### src/rtl/trigger_event_recorder.sv
// trigger_event_recorder
// Samples the trigger stream (l1a, alct_dav, tmb_dav, lct) every enabled
// cycle, timestamps it with a free-running counter and queues each non-idle
// sample in a first-word-fall-through FIFO drained through valid/ready.
module trigger_event_recorder #(
  parameter int TS_WIDTH  = 32,
  parameter int LCT_WIDTH = 8,
  parameter int FIFO_AW   = 4,
  parameter int OVF_WIDTH = 16
) (
  input  logic                             clk,
  input  logic                             rst,
  input  logic                             en,
  input  logic                             l1a,
  input  logic                             alct_dav,
  input  logic                             tmb_dav,
  input  logic [LCT_WIDTH-1:0]             lct,
  output logic [TS_WIDTH+LCT_WIDTH+3-1:0]  rec_data,
  output logic                             rec_valid,
  input  logic                             rec_ready,
  output logic [FIFO_AW:0]                 fifo_count,
  output logic                             overflow,
  output logic [OVF_WIDTH-1:0]             overflow_cnt
);

  localparam int              REC_W   = TS_WIDTH + LCT_WIDTH + 3;
  localparam int              DEPTH_I = 1 << FIFO_AW;
  localparam logic [FIFO_AW:0] DEPTH  = (FIFO_AW+1)'(DEPTH_I);

  logic [TS_WIDTH-1:0]  ts_cnt_q,   ts_cnt_d;
  logic [FIFO_AW-1:0]   wr_ptr_q,   wr_ptr_d;
  logic [FIFO_AW-1:0]   rd_ptr_q,   rd_ptr_d;
  logic [FIFO_AW:0]     count_q,    count_d;
  logic [REC_W-1:0]     rec_data_q, rec_data_d;
  logic                 overflow_q, overflow_d;
  logic [OVF_WIDTH-1:0] ovf_cnt_q,  ovf_cnt_d;

  logic [REC_W-1:0]     mem [DEPTH_I];

  logic                 event_hit;
  logic                 pop;
  logic                 push;
  logic                 drop;
  logic [FIFO_AW:0]     remain;
  logic [REC_W-1:0]     rec_word;

  // Event detection, push/pop arbitration and next-state for all control state
  always_comb begin
    event_hit  = en & (l1a | alct_dav | tmb_dav | (|lct));
    pop        = (count_q != '0) & rec_ready;
    // A full FIFO still accepts a push when the head leaves in the same cycle
    push       = event_hit & ((count_q != DEPTH) | pop);
    drop       = event_hit & ~push;
    rec_word   = {ts_cnt_q, l1a, alct_dav, tmb_dav, lct};

    ts_cnt_d   = en ? ts_cnt_q + TS_WIDTH'(1) : ts_cnt_q;
    wr_ptr_d   = wr_ptr_q + FIFO_AW'(push);
    rd_ptr_d   = rd_ptr_q + FIFO_AW'(pop);
    count_d    = count_q + (FIFO_AW+1)'(push) - (FIFO_AW+1)'(pop);

    // Registered head: entries left after the pop come from RAM; if none are
    // left, the record being written this cycle bypasses RAM straight to the head
    remain     = count_q - (FIFO_AW+1)'(pop);
    rec_data_d = rec_data_q;
    if (remain == '0) begin
      if (push) begin
        rec_data_d = rec_word;
      end
    end else begin
      rec_data_d = mem[rd_ptr_d];
    end

    overflow_d = overflow_q | drop;
    ovf_cnt_d  = ovf_cnt_q;
    if (drop && (ovf_cnt_q != '1)) begin
      ovf_cnt_d = ovf_cnt_q + OVF_WIDTH'(1);
    end
  end

  // Control and head registers; reset flushes the queue and clears the timestamp
  always_ff @(posedge clk) begin
    if (rst) begin
      ts_cnt_q   <= '0;
      wr_ptr_q   <= '0;
      rd_ptr_q   <= '0;
      count_q    <= '0;
      rec_data_q <= '0;
      overflow_q <= 1'b0;
      ovf_cnt_q  <= '0;
    end else begin
      ts_cnt_q   <= ts_cnt_d;
      wr_ptr_q   <= wr_ptr_d;
      rd_ptr_q   <= rd_ptr_d;
      count_q    <= count_d;
      rec_data_q <= rec_data_d;
      overflow_q <= overflow_d;
      ovf_cnt_q  <= ovf_cnt_d;
    end
  end

  // Record storage; only entries between the pointers are ever read
  always_ff @(posedge clk) begin
    if (!rst && push) begin
      mem[wr_ptr_q] <= rec_word;
    end
  end

  assign rec_data     = rec_data_q;
  assign rec_valid    = (count_q != '0);
  assign fifo_count   = count_q;
  assign overflow     = overflow_q;
  assign overflow_cnt = ovf_cnt_q;

endmodule
### config.mk
export PLATFORM = sky130hd
export DESIGN_NAME = trigger_event_recorder
export DESIGN_NICKNAME = d
export VERILOG_FILES = /design/src/rtl/trigger_event_recorder.sv
export SDC_FILE = /design/constraint.sdc
export NUM_CORES = 1
export LEC_CHECK = 0
export ABC_AREA = 1
export CAP_MARGIN = 30
export CORE_ASPECT_RATIO = 1.2
export CORE_MARGIN = 1
export CORE_UTILIZATION = 48
export DETAILED_ROUTE_END_ITERATION = 8
export GPL_TIMING_DRIVEN = 0
export PLACE_DENSITY_LB_ADDON = 0.25
export SYNTH_ARGS = -nofsm -noshare
export SYNTH_HDL_FRONTEND = slang
export SYNTH_SLANG_ARGS = --single-unit
export TNS_END_PERCENT = 1
### constraint.sdc
create_clock -name clk -period 6.9 [get_ports clk]
set_input_delay 1.38 -clock clk [delete_from_list [all_inputs] [get_ports clk]]
set_output_delay 1.38 -clock clk [all_outputs]
set_load 0.01 [all_outputs]
Yosys cells after proc, flatten, opt, wreduce, memory -nomap -nowiden
Memories as Yosys holds them, arrays and structs flattened.
Index checks and enable logic that the tools add are counted.
{"block": "word_totals", "register_bits": 105, "mem_bits_rw": 688, "out_inout_bits": 66, "word_cells": 38, "n_memories": 1}
{"block": "classes", "n_addsub": 7, "eq_ne": 3, "mux": 4, "n_bitwise": 10, "n_reduce_logical": 6}
{"memory": "mem", "words": 16, "word_bits": 43, "read_ports": 1, "rd_ports_with_merged_regs": 0, "wr": 1, "line": "38", "rtl": "logic [REC_W-1:0] mem [DEPTH_I];"}
{"cell": "$mux W43", "count": 2}
{"cell": "$add A32 B1 Y32 const B", "count": 1}
{"cell": "$add A16 B1 Y16 const B", "count": 1}
{"cell": "$ne A16 B16 Y1 const B", "count": 1}
{"cell": "$sub A5 B1 Y5", "count": 2}
{"cell": "$add A4 B1 Y4", "count": 2}
{"cell": "$reduce_or A8 Y1", "count": 1}
{"cell": "$add A5 B1 Y5", "count": 1}
{"cell": "$logic_not A5 Y1", "count": 1}
{"cell": "$ne A5 B5 Y1 const B", "count": 1}
{"cell": "$or A1 B1 Y1", "count": 5}
{"cell": "$reduce_bool A5 Y1", "count": 1}
{"cell": "$and A1 B1 Y1", "count": 4}
{"cell": "$logic_and A1 B1 Y1", "count": 2}
{"cell": "$mux W1", "count": 2}
{"cell": "$ne A2 B2 Y1 const B", "count": 1}
{"cell": "$logic_not A1 Y1", "count": 1}
{"cell": "$not A1 Y1", "count": 1}

Longest topological paths before layout
Gate-level depths: netlist (run 1).
{"block": "depth", "ltp_word": 8, "mapped_depth": 21, "ltp_nobuf": 19}

Worst setup path before layout (run 1)
No wires, ideal clock.
{"block": "synth_timing", "kind": "input-to-reg", "start": "input en", "end": "memory mem[0][0] (netlist name), enable pin", "setup_time_ns": 0.444, "arrival_ns": 3.931, "required_ns": 6.456, "path_slack_ns": 2.525, "path_stages": 5, "path_buffers": 1, "cell_sequence": "clkbuf_1 nand3_2 nor2_1 nand3_1 nor2_1"}
{"block": "synth_between", "elab_chain_len": 5}
{"element": "start, declared", "line": "13", "rtl": "input logic en,"}
{"element": "$and A1 B1 Y1", "line": "49", "rtl": "event_hit = en & (l1a | alct_dav | tmb_dav | (|lct));"}
{"element": "$and A1 B1 Y1", "line": "52", "rtl": "push = event_hit & ((count_q != DEPTH) | pop);"}
{"element": "$logic_and A1 B1 Y1", "line": "103", "rtl": "if (!rst && push) begin"}
{"element": "$mux W1", "line": "103"}
{"element": "$mux W1 (implied by the code)", "line": "104", "rtl": "mem[wr_ptr_q] <= rec_word;"}
{"element": "end, declared", "line": "38"}
No other way between the ends.

Worst setup path in the final report (run 1)
{"block": "layout_timing", "start": "input lct[2]", "end": "memory mem[0][7] (netlist name), enable pin"}
{"block": "layout_between", "elab_chain_len": 7}
{"element": "start, declared", "line": "17", "rtl": "input logic [LCT_WIDTH-1:0] lct,"}
{"element": "$reduce_or A8 Y1", "line": "49"}
{"element": "$or A1 B1 Y1", "line": "49"}
{"element": "$and A1 B1 Y1", "line": "49"}
{"element": "$and A1 B1 Y1", "line": "52"}
{"element": "$logic_and A1 B1 Y1", "line": "103"}
{"element": "$mux W1", "line": "103"}
{"element": "$mux W1 (implied by the code)", "line": "104"}
No other way between the ends.

==> impl_results.rst, run 1 <==
.. list-table::
   :header-rows: 1

   * - Metric
     - Value
   * - Unrepaired setup endpoints after global routing
     - false
   * - Total overflow reported by the global router
     - 0
   * - Number of register bits inferred by synthesis
     - 793
   * - Most common library cell in the layout ignoring fill and taps
     - nand2_1
   * - Number of warnings issued by yosys
     - 0
   * - Syn Area/Cell
     - 9.44 um2
   * - Kind of end point of the critical path
     - register
   * - Antenna viol nets, final
     - 0
   * - Routed WL
     - 99,800 um
   * - Die height
     - 298 um
   * - Outcome
     - finished, final reports clean
   * - Maximum number of pins on one net before global-route repair
     - 25
   * - Transition time at the pin with the least slew margin
     - 1040 ps
   * - Routed vias/inst
     - 5.28
   * - Wire per inst
     - 20.4 um
   * - Worst ir drop on vdd
     - 0.260 mV
   * - Post-layout utilization of the core
     - 0.556
   * - Register area share after synthesis
     - 0.650
   * - Max-Cap Viols
     - 0
   * - Instance area after placement
     - 37,600 um2
   * - Post-CTS repair timing setup buffer count
     - 0
   * - Yosys top cell area share
     - 0.590
   * - Antenna violations before repair
     - 0
   * - Slew Limit Headroom
     - 0.304
   * - Die boundary width
     - 248 um
   * - Syn-to-layout area delta
     - 14.9%
   * - DR vias
     - 25,800
   * - Crit Path Max Fanout
     - 24
   * - Post-CTS Resized
     - 0
   * - Number of library cell types mapped by synthesis
     - 28
   * - CTS Buf Count
     - 80
   * - Via count of the first global-routing pass
     - 24,900
   * - Worst hold-check slack
     - 481 ps
   * - Arrival time worst endpoint
     - 5390 ps
   * - Starting density of the core
     - 0.484
   * - Top library cells by usage in the layout, fill and taps aside
     - nand2_1, edfxtp_1, inv_1
   * - Number of detailed-route iterations in the first pass
     - 8
   * - Final count of negative-setup-slack endpoints
     - 0
   * - Max Fclk
     - 197 MHz
   * - Required arrival time at the worst endpoint
     - 7220 ps
   * - Reg2reg setup slack
     - 2630 ps
   * - Placed cell count
     - 4,744
   * - Final setup skew
     - 27.7 ps
   * - Kind of launch point of the worst setup path
     - input pin
   * - Slack of the critical path
     - 1830 ps
   * - Fraction of final layout cells with drive strength greater than 1
     - 0.0552
   * - Maximum level of the CTS H-tree
     - 3
   * - DRC marker count from the first detailed-route iteration
     - 2,709
   * - Hold Buf Count CTS
     - 0
   * - Biggest area consumer among synthesized cells
     - edfxtp_1
   * - LEAKAGE
     - 17.2 nW
   * - Clk Tree Root Cell
     - clkbuf_16
   * - Pwr dens
     - 399 nW/um2
   * - Total negative slack
     - 0 ps
   * - Main area contributors after synthesis
     - edfxtp_1, nand2_1, nand3_1
   * - Setup CP Type
     - input pin to register
   * - Tcrit/Tclk final
     - 0.734
   * - Routability Congestion
     - 0.891
   * - Post-route insts no fill
     - 4,889
   * - Total die area
     - 74,000 um2
   * - Count of pins over their slew limit
     - 0
   * - Post-synthesis instance total
     - 3,705
   * - DRC viols
     - 0
   * - Maximum clock path buffer count
     - 3
   * - Tmin final
     - 5070 ps
   * - Power Total
     - 16.0 mW
   * - Finished layout cell area
     - 40,200 um2
   * - # nets final
     - 3,922
   * - Fill count
     - 6,121
   * - Number of buffers added on ports
     - 79
   * - Worst-skew pair later-pin latency
     - 640 ps
   * - Total half-perimeter wirelength after legalization and detailed placement
     - 67,000 um
   * - CTS tree
     - done
   * - Mapped Area
     - 35,000 um2
   * - Core area
     - 72,300 um2
   * - Cell Rows
     - 108
   * - Number of sinks driven by the clock tree
     - 793
   * - Kind of path behind the tightest hold check
     - register to register
   * - Number of failing hold endpoints at the final stage
     - 0
   * - Global-route total usage across every layer
     - 0.271
   * - Post-CTS clock slew at the launch and capture registers of the worst setup and hold paths
     - 60 ps
   * - Top Ports
     - 81
   * - First-pass GRT wire length
     - 150,000 um
   * - Post-Place Worst Slack
     - 1210 ps
   * - Nets in the synthesized netlist
     - 3,736
==> state kept, by name, indices dropped and copies added (netlist names) <==
| register | cells |
|---|---|
| rd_ptr_q | 4 |
| mem | 688 |
| overflow | 1 |
| wr_ptr_q | 4 |
| ts_cnt_q | 32 |
| fifo_count | 5 |
| overflow_cnt | 16 |
| rec_data | 43 |
==> routing by layer <==
layer | vias up | track usage | wire length, um
li1 | 12200 | - | -
met1 | 12300 | 0.335 | 38800
met2 | 1077 | 0.474 | 49600
met3 | 216 | 0.0347 | 7440
met4 | 0 | 0.124 | 4010
met5 | - | 0 | 0
==> where the power goes <==
part           internal, mW  total, mW  switching (mW)  leakage [nW]
logic                  1.78       6.26            4.48          8.26
clock network          2.53       4.34            1.81          1.26
registers              5.33       5.44           0.105          7.65
total                  9.65       16.0            6.39          17.2
==> kinds of logic (layout without fill, tap and decap cells) <==
kind of cell	Yosys count	count (layout)	synth area share
AO/OA/AOI/OAI	100	100	0.0147
XOR/XNOR	21	21	0.00547
adder cells (fa/ha/maj)	16	16	0.00594
buffers and inverters	829	1076	0.0915
flip-flops	793	793	0.650
other	0	2	0
AND/OR/NAND/NOR	1946	1946	0.232
==> final cells by class <==
cell class,count,area [um2],area share
clock inverter,27,263,0.00653
sequential,793,22800,0.566
tap,935,1170,0.0291
antenna,2,5.00,0.000124
multi-input combinational,2083,9150,0.228
clock buffer,116,2330,0.0581
buffer,177,753,0.0187
timing repair buffer,104,1330,0.0330
inverter,652,2450,0.0609
==> cells in the mapped netlist <==
cell and number:
a211oi_1 1, nand4_1 20, clkbuf_1 99, a31oi_1 1
inv_1 652, ha_1 15, nand3_2 1, a21oi_1 71
xnor2_1 7, o21a_1 1, or2_2 3, nand3_1 571
buf_1 15, xnor2_2 1, o21ai_0 24, buf_4 4
a221oi_1 1, o21bai_1 1, fa_1 1, nor3b_1 2
nor2_1 238, xor2_1 13, nor3_1 19, buf_2 59
dfxtp_1 105, edfxtp_1 688, nand2_1 1090, nor4_1 2
==> final timing paths <==
| path | from | to | depth (start not counted) |
|---|---|---|---|
| setup / recovery | lct[2] | mem[0][7]$_DFFE_PP_ | 10 |
| hold reg to reg | overflow$_SDFF_PP0_ | overflow$_SDFF_PP0_ | 2 |
| setup reg to reg | fifo_count[2]$_SDFF_PP0_ | rec_data[42]$_SDFFE_PP0P_ | 18 |
| hold / removal | overflow$_SDFF_PP0_ | overflow$_SDFF_PP0_ | 2 |
==> worst max-delay path, cell delays in order <==
cell,delay [ps]
clkdlybuf4s50_1,960
nor2_1,110
nand2_1,110
nor2_1,70
nand2_1,230
nand3_2,490
nor2_1,410
nand3_1,410
nor2_4,880
buf_12,290
No activity file was read; power rests on OpenSTA's default activity.
==> run 2: changes to the inputs <==
==> constraint.sdc (replaced) <==
create_clock -name clk -period 4.22 [get_ports clk]
set_input_delay 0.844 -clock clk [delete_from_list [all_inputs] [get_ports clk]]
set_output_delay 0.844 -clock clk [all_outputs]
set_load 0.01 [all_outputs]
==> impl_results.rst, run 2 (synthesis gave the netlist of run 1 again) <==
.. list-table::
   :header-rows: 1

   * - Metric
     - Value
   * - First-pass GRT wire length
     - 151,000 um (+0.44%)
   * - Total overflow reported by the global router
     - 0 (unchanged)
   * - Routed WL
     - 100,000 um (+0.48%)
   * - Kind of path behind the tightest hold check
     - register to register
   * - Antenna violations before repair
     - 0 (unchanged)
   * - Number of sinks driven by the clock tree
     - 793 (unchanged)
   * - Cell Rows
     - 108 (unchanged)
   * - LEAKAGE
     - 17.3 nW (+0.51%)
   * - Pwr dens
     - 651 nW/um2 (+63%)
   * - DRC viols
     - 0 (unchanged)
   * - Fraction of final layout cells with drive strength greater than 1
     - 0.0568 (+0.00168)
   * - Worst ir drop on vdd
     - 0.426 mV (+64%)
   * - Maximum level of the CTS H-tree
     - 3 (unchanged)
   * - Arrival time worst endpoint
     - 4440 ps (-950 ps)
   * - DR vias
     - 25,900 (+0.37%)
   * - DRC marker count from the first detailed-route iteration
     - 2,676 (-1.2%)
   * - Most common library cell in the layout ignoring fill and taps
     - nand2_1
   * - Total half-perimeter wirelength after legalization and detailed placement
     - 67,000 um (unchanged)
   * - Launch instance of the worst min-delay path
     - overflow$_SDFF_PP0_
   * - # nets final
     - 3,928 (+0.15%)
   * - Routability Congestion
     - 0.891 (unchanged)
   * - Die height
     - 298 um (unchanged)
   * - Post-route insts no fill
     - 4,895 (+0.12%)
   * - Routed metal-1 wire length
     - 38,800 um (about the same)
   * - Number of buffers added on ports
     - 79 (unchanged)
   * - CTS Buf Count
     - 80 (unchanged)
   * - Final count of negative-setup-slack endpoints
     - 0 (unchanged)
   * - Post-layout utilization of the core
     - 0.557 (+0.00113)
   * - Unrepaired setup endpoints after global routing
     - true
   * - Maximum number of pins on one net before global-route repair
     - 25 (unchanged)
   * - Depth of the worst register-to-register path
     - 18 (unchanged)
   * - Reg2reg setup slack
     - 240 ps (-2390 ps)
   * - Outcome
     - finished, final reports clean
   * - Syn-to-layout area delta
     - 15.2%
   * - Max-Cap Viols
     - 0 (unchanged)
   * - Worst hold-check slack
     - 485 ps (+3.82 ps)
   * - Routed vias/inst
     - 5.29 (+0.25%)
   * - Crit Path Max Fanout
     - 19 (-21%)
   * - Top Family by Delay on Critical Path
     - simple AND/OR/NAND/NOR gates
   * - Number of detailed-route iterations in the first pass
     - 8 (unchanged)
   * - Worst-skew pair later-pin latency
     - 640 ps (about the same)
   * - Global-route total usage across every layer
     - 0.273 (+0.00139)
   * - Required arrival time at the worst endpoint
     - 4530 ps (-2690 ps)
   * - Via count of the first global-routing pass
     - 25,000 (+0.24%)
   * - Stage delay of the slowest cell on the critical path
     - 890 ps (-70 ps)
   * - Post-CTS clock slew at the launch and capture registers of the worst setup and hold paths
     - 60 ps (about the same)
   * - Setup CP Type
     - input pin to register
   * - Placed cell count
     - 4,744 (unchanged)
   * - Cells along the critical path
     - clkdlybuf4s50_1 > nor3_1 > nand2_1 > nand3_4 > nor2_1 > nand3_1 > nor2_4 > buf_12
   * - Final setup skew
     - 28.2 ps (+0.450 ps)
   * - Max reg flops
     - 688 (unchanged)
   * - Total die area
     - 74,000 um2 (unchanged)
   * - Count of pins over their slew limit
     - 0 (unchanged)
   * - Combined buffer and inverter count along the critical path
     - 2 (unchanged)
   * - CTS tree
     - done
   * - Transition time at the pin with the least slew margin
     - 1030 ps (-13.6 ps)
   * - Endpoint with the worst hold slack
     - overflow$_SDFF_PP0_
   * - Total negative slack
     - 0 ps (unchanged)
   * - Maximum clock path buffer count
     - 3 (unchanged)
   * - Slew Limit Headroom
     - 0.312 (+0.00810)
   * - Max Used Layer
     - met4
   * - Critical R2R Launch
     - fifo_count[2]$_SDFF_PP0_
   * - Worst flop-to-flop path endpoint
     - rec_data[42]$_SDFFE_PP0P_
   * - Kind of launch point of the worst setup path
     - input pin
   * - Clk Tree Root Cell
     - clkbuf_16
   * - Kind of end point of the critical path
     - register
   * - Wire per inst
     - 20.5 um (+0.35%)
   * - Met3 WL
     - 7660 um (+2.9%)
   * - Antenna viol nets, final
     - 0 (unchanged)
   * - Die boundary width
     - 248 um (unchanged)
   * - Max Fclk
     - 242 MHz
   * - Top Ports
     - 81 (unchanged)
   * - Tmin final
     - 4130 ps
   * - Number of failing hold endpoints at the final stage
     - 0 (unchanged)
   * - Starting density of the core
     - 0.484 (unchanged)
   * - Hold Buf Count CTS
     - 0 (unchanged)
   * - Top library cells by usage in the layout, fill and taps aside
     - nand2_1, edfxtp_1, inv_1
   * - Number of cells on the worst hold path
     - 2 (unchanged)
   * - Core area
     - 72,300 um2 (unchanged)
   * - Cell with the largest stage delay on the worst path
     - clkdlybuf4s50_1
   * - Power Total
     - 26.2 mW (+64%)
   * - Tcrit/Tclk final
     - 0.978
   * - Detailed-routed wire length on met2
     - 49,800 um (+0.48%)
   * - Top register by number of flip-flops
     - mem
## run 2: cell count changes in the layout (fill, tap and decap cells not counted), moves of 2 or more
cell,previous run,this run
dlygate4sd2_1,0,5
clkdlybuf4s50_1,79,70
buf_4,4,7
dlymetal6s2s_1,0,4
buf_12,15,17
## run 2: worst reg2reg max path, stage by stage (launching register included)
cell	delay, ps
dfxtp_1	380
inv_1	130
ha_1	230
nand2_1	70
nor2_1	50
nand2_1	90
nand2_1	50
inv_1	210
ha_1	310
inv_1	90
clkbuf_1	650
clkbuf_1	680
nand2_1	200
nand3_1	130
nand3_1	130
a21oi_1	180
nor2_1	100
nor2_1	110
nor2_1	40
## run 2: routing by layer
metal,vias to the layer above,GRT usage
li1,12200,-
met1,12300,0.336
met2,1103,0.476
met3,221,0.0358
met4,0,0.125
met5,-,0
## run 2: how the worst max path moves through the flow
stage	cells after the start	slack [ps]	to	start
2_1_floorplan	5	380	mem[0][0]$_DFFE_PP_	en
3_3_place_gp	9	-3680	mem[3][1]$_DFFE_PP_	lct[2]
3_5_place_dp	10	-930	mem[0][0]$_DFFE_PP_	lct[2]
4_1_cts	18	80	rec_data[31]$_SDFFE_PP0P_	fifo_count[2]$_SDFF_PP0_
5_1_grt	8	-7	mem[15][3]$_DFFE_PP_	lct[6]
6_report	8	90	mem[3][2]$_DFFE_PP_	lct[6]
## run 2: cell type report
type                    count  area (um2)
plain buffers             177         754
repair buffers            109        1400
flip-flops and latches    793       22800
diodes                      2        5.00
inverters                 652        2450
well taps                 935        1170
multi-input cells        2084        9170
fillers                  6107       32000
clock buffers             116        2330
clock inverters            27         263
## run 2: power breakdown
part | internal, mW | switching (mW) | total [mW]
logic | 2.92 | 7.33 | 10.2
registers | 8.72 | 0.172 | 8.89
clock network | 4.14 | 2.97 | 7.11
total | 15.8 | 10.5 | 26.2
## run 2: metrics by stage
stage,cell area (um2),setup slack [ps]
global route,40300,-7.43
global placement,37000,-3680
detailed placement,37600,-932
finish,40300,92.4
CTS,40300,81.9
floorplan,35000,381
## run 2: repair_timing
item | 4_1_cts | 5_1_grt
cloned | 1 | 0
pin swaps | 3 | 0
gates resized for setup | 6 | 7
setup endpoints to repair | 281 | 278
endpoints found under the hold margin | 0 | 0
buffers inserted | 5 | 0
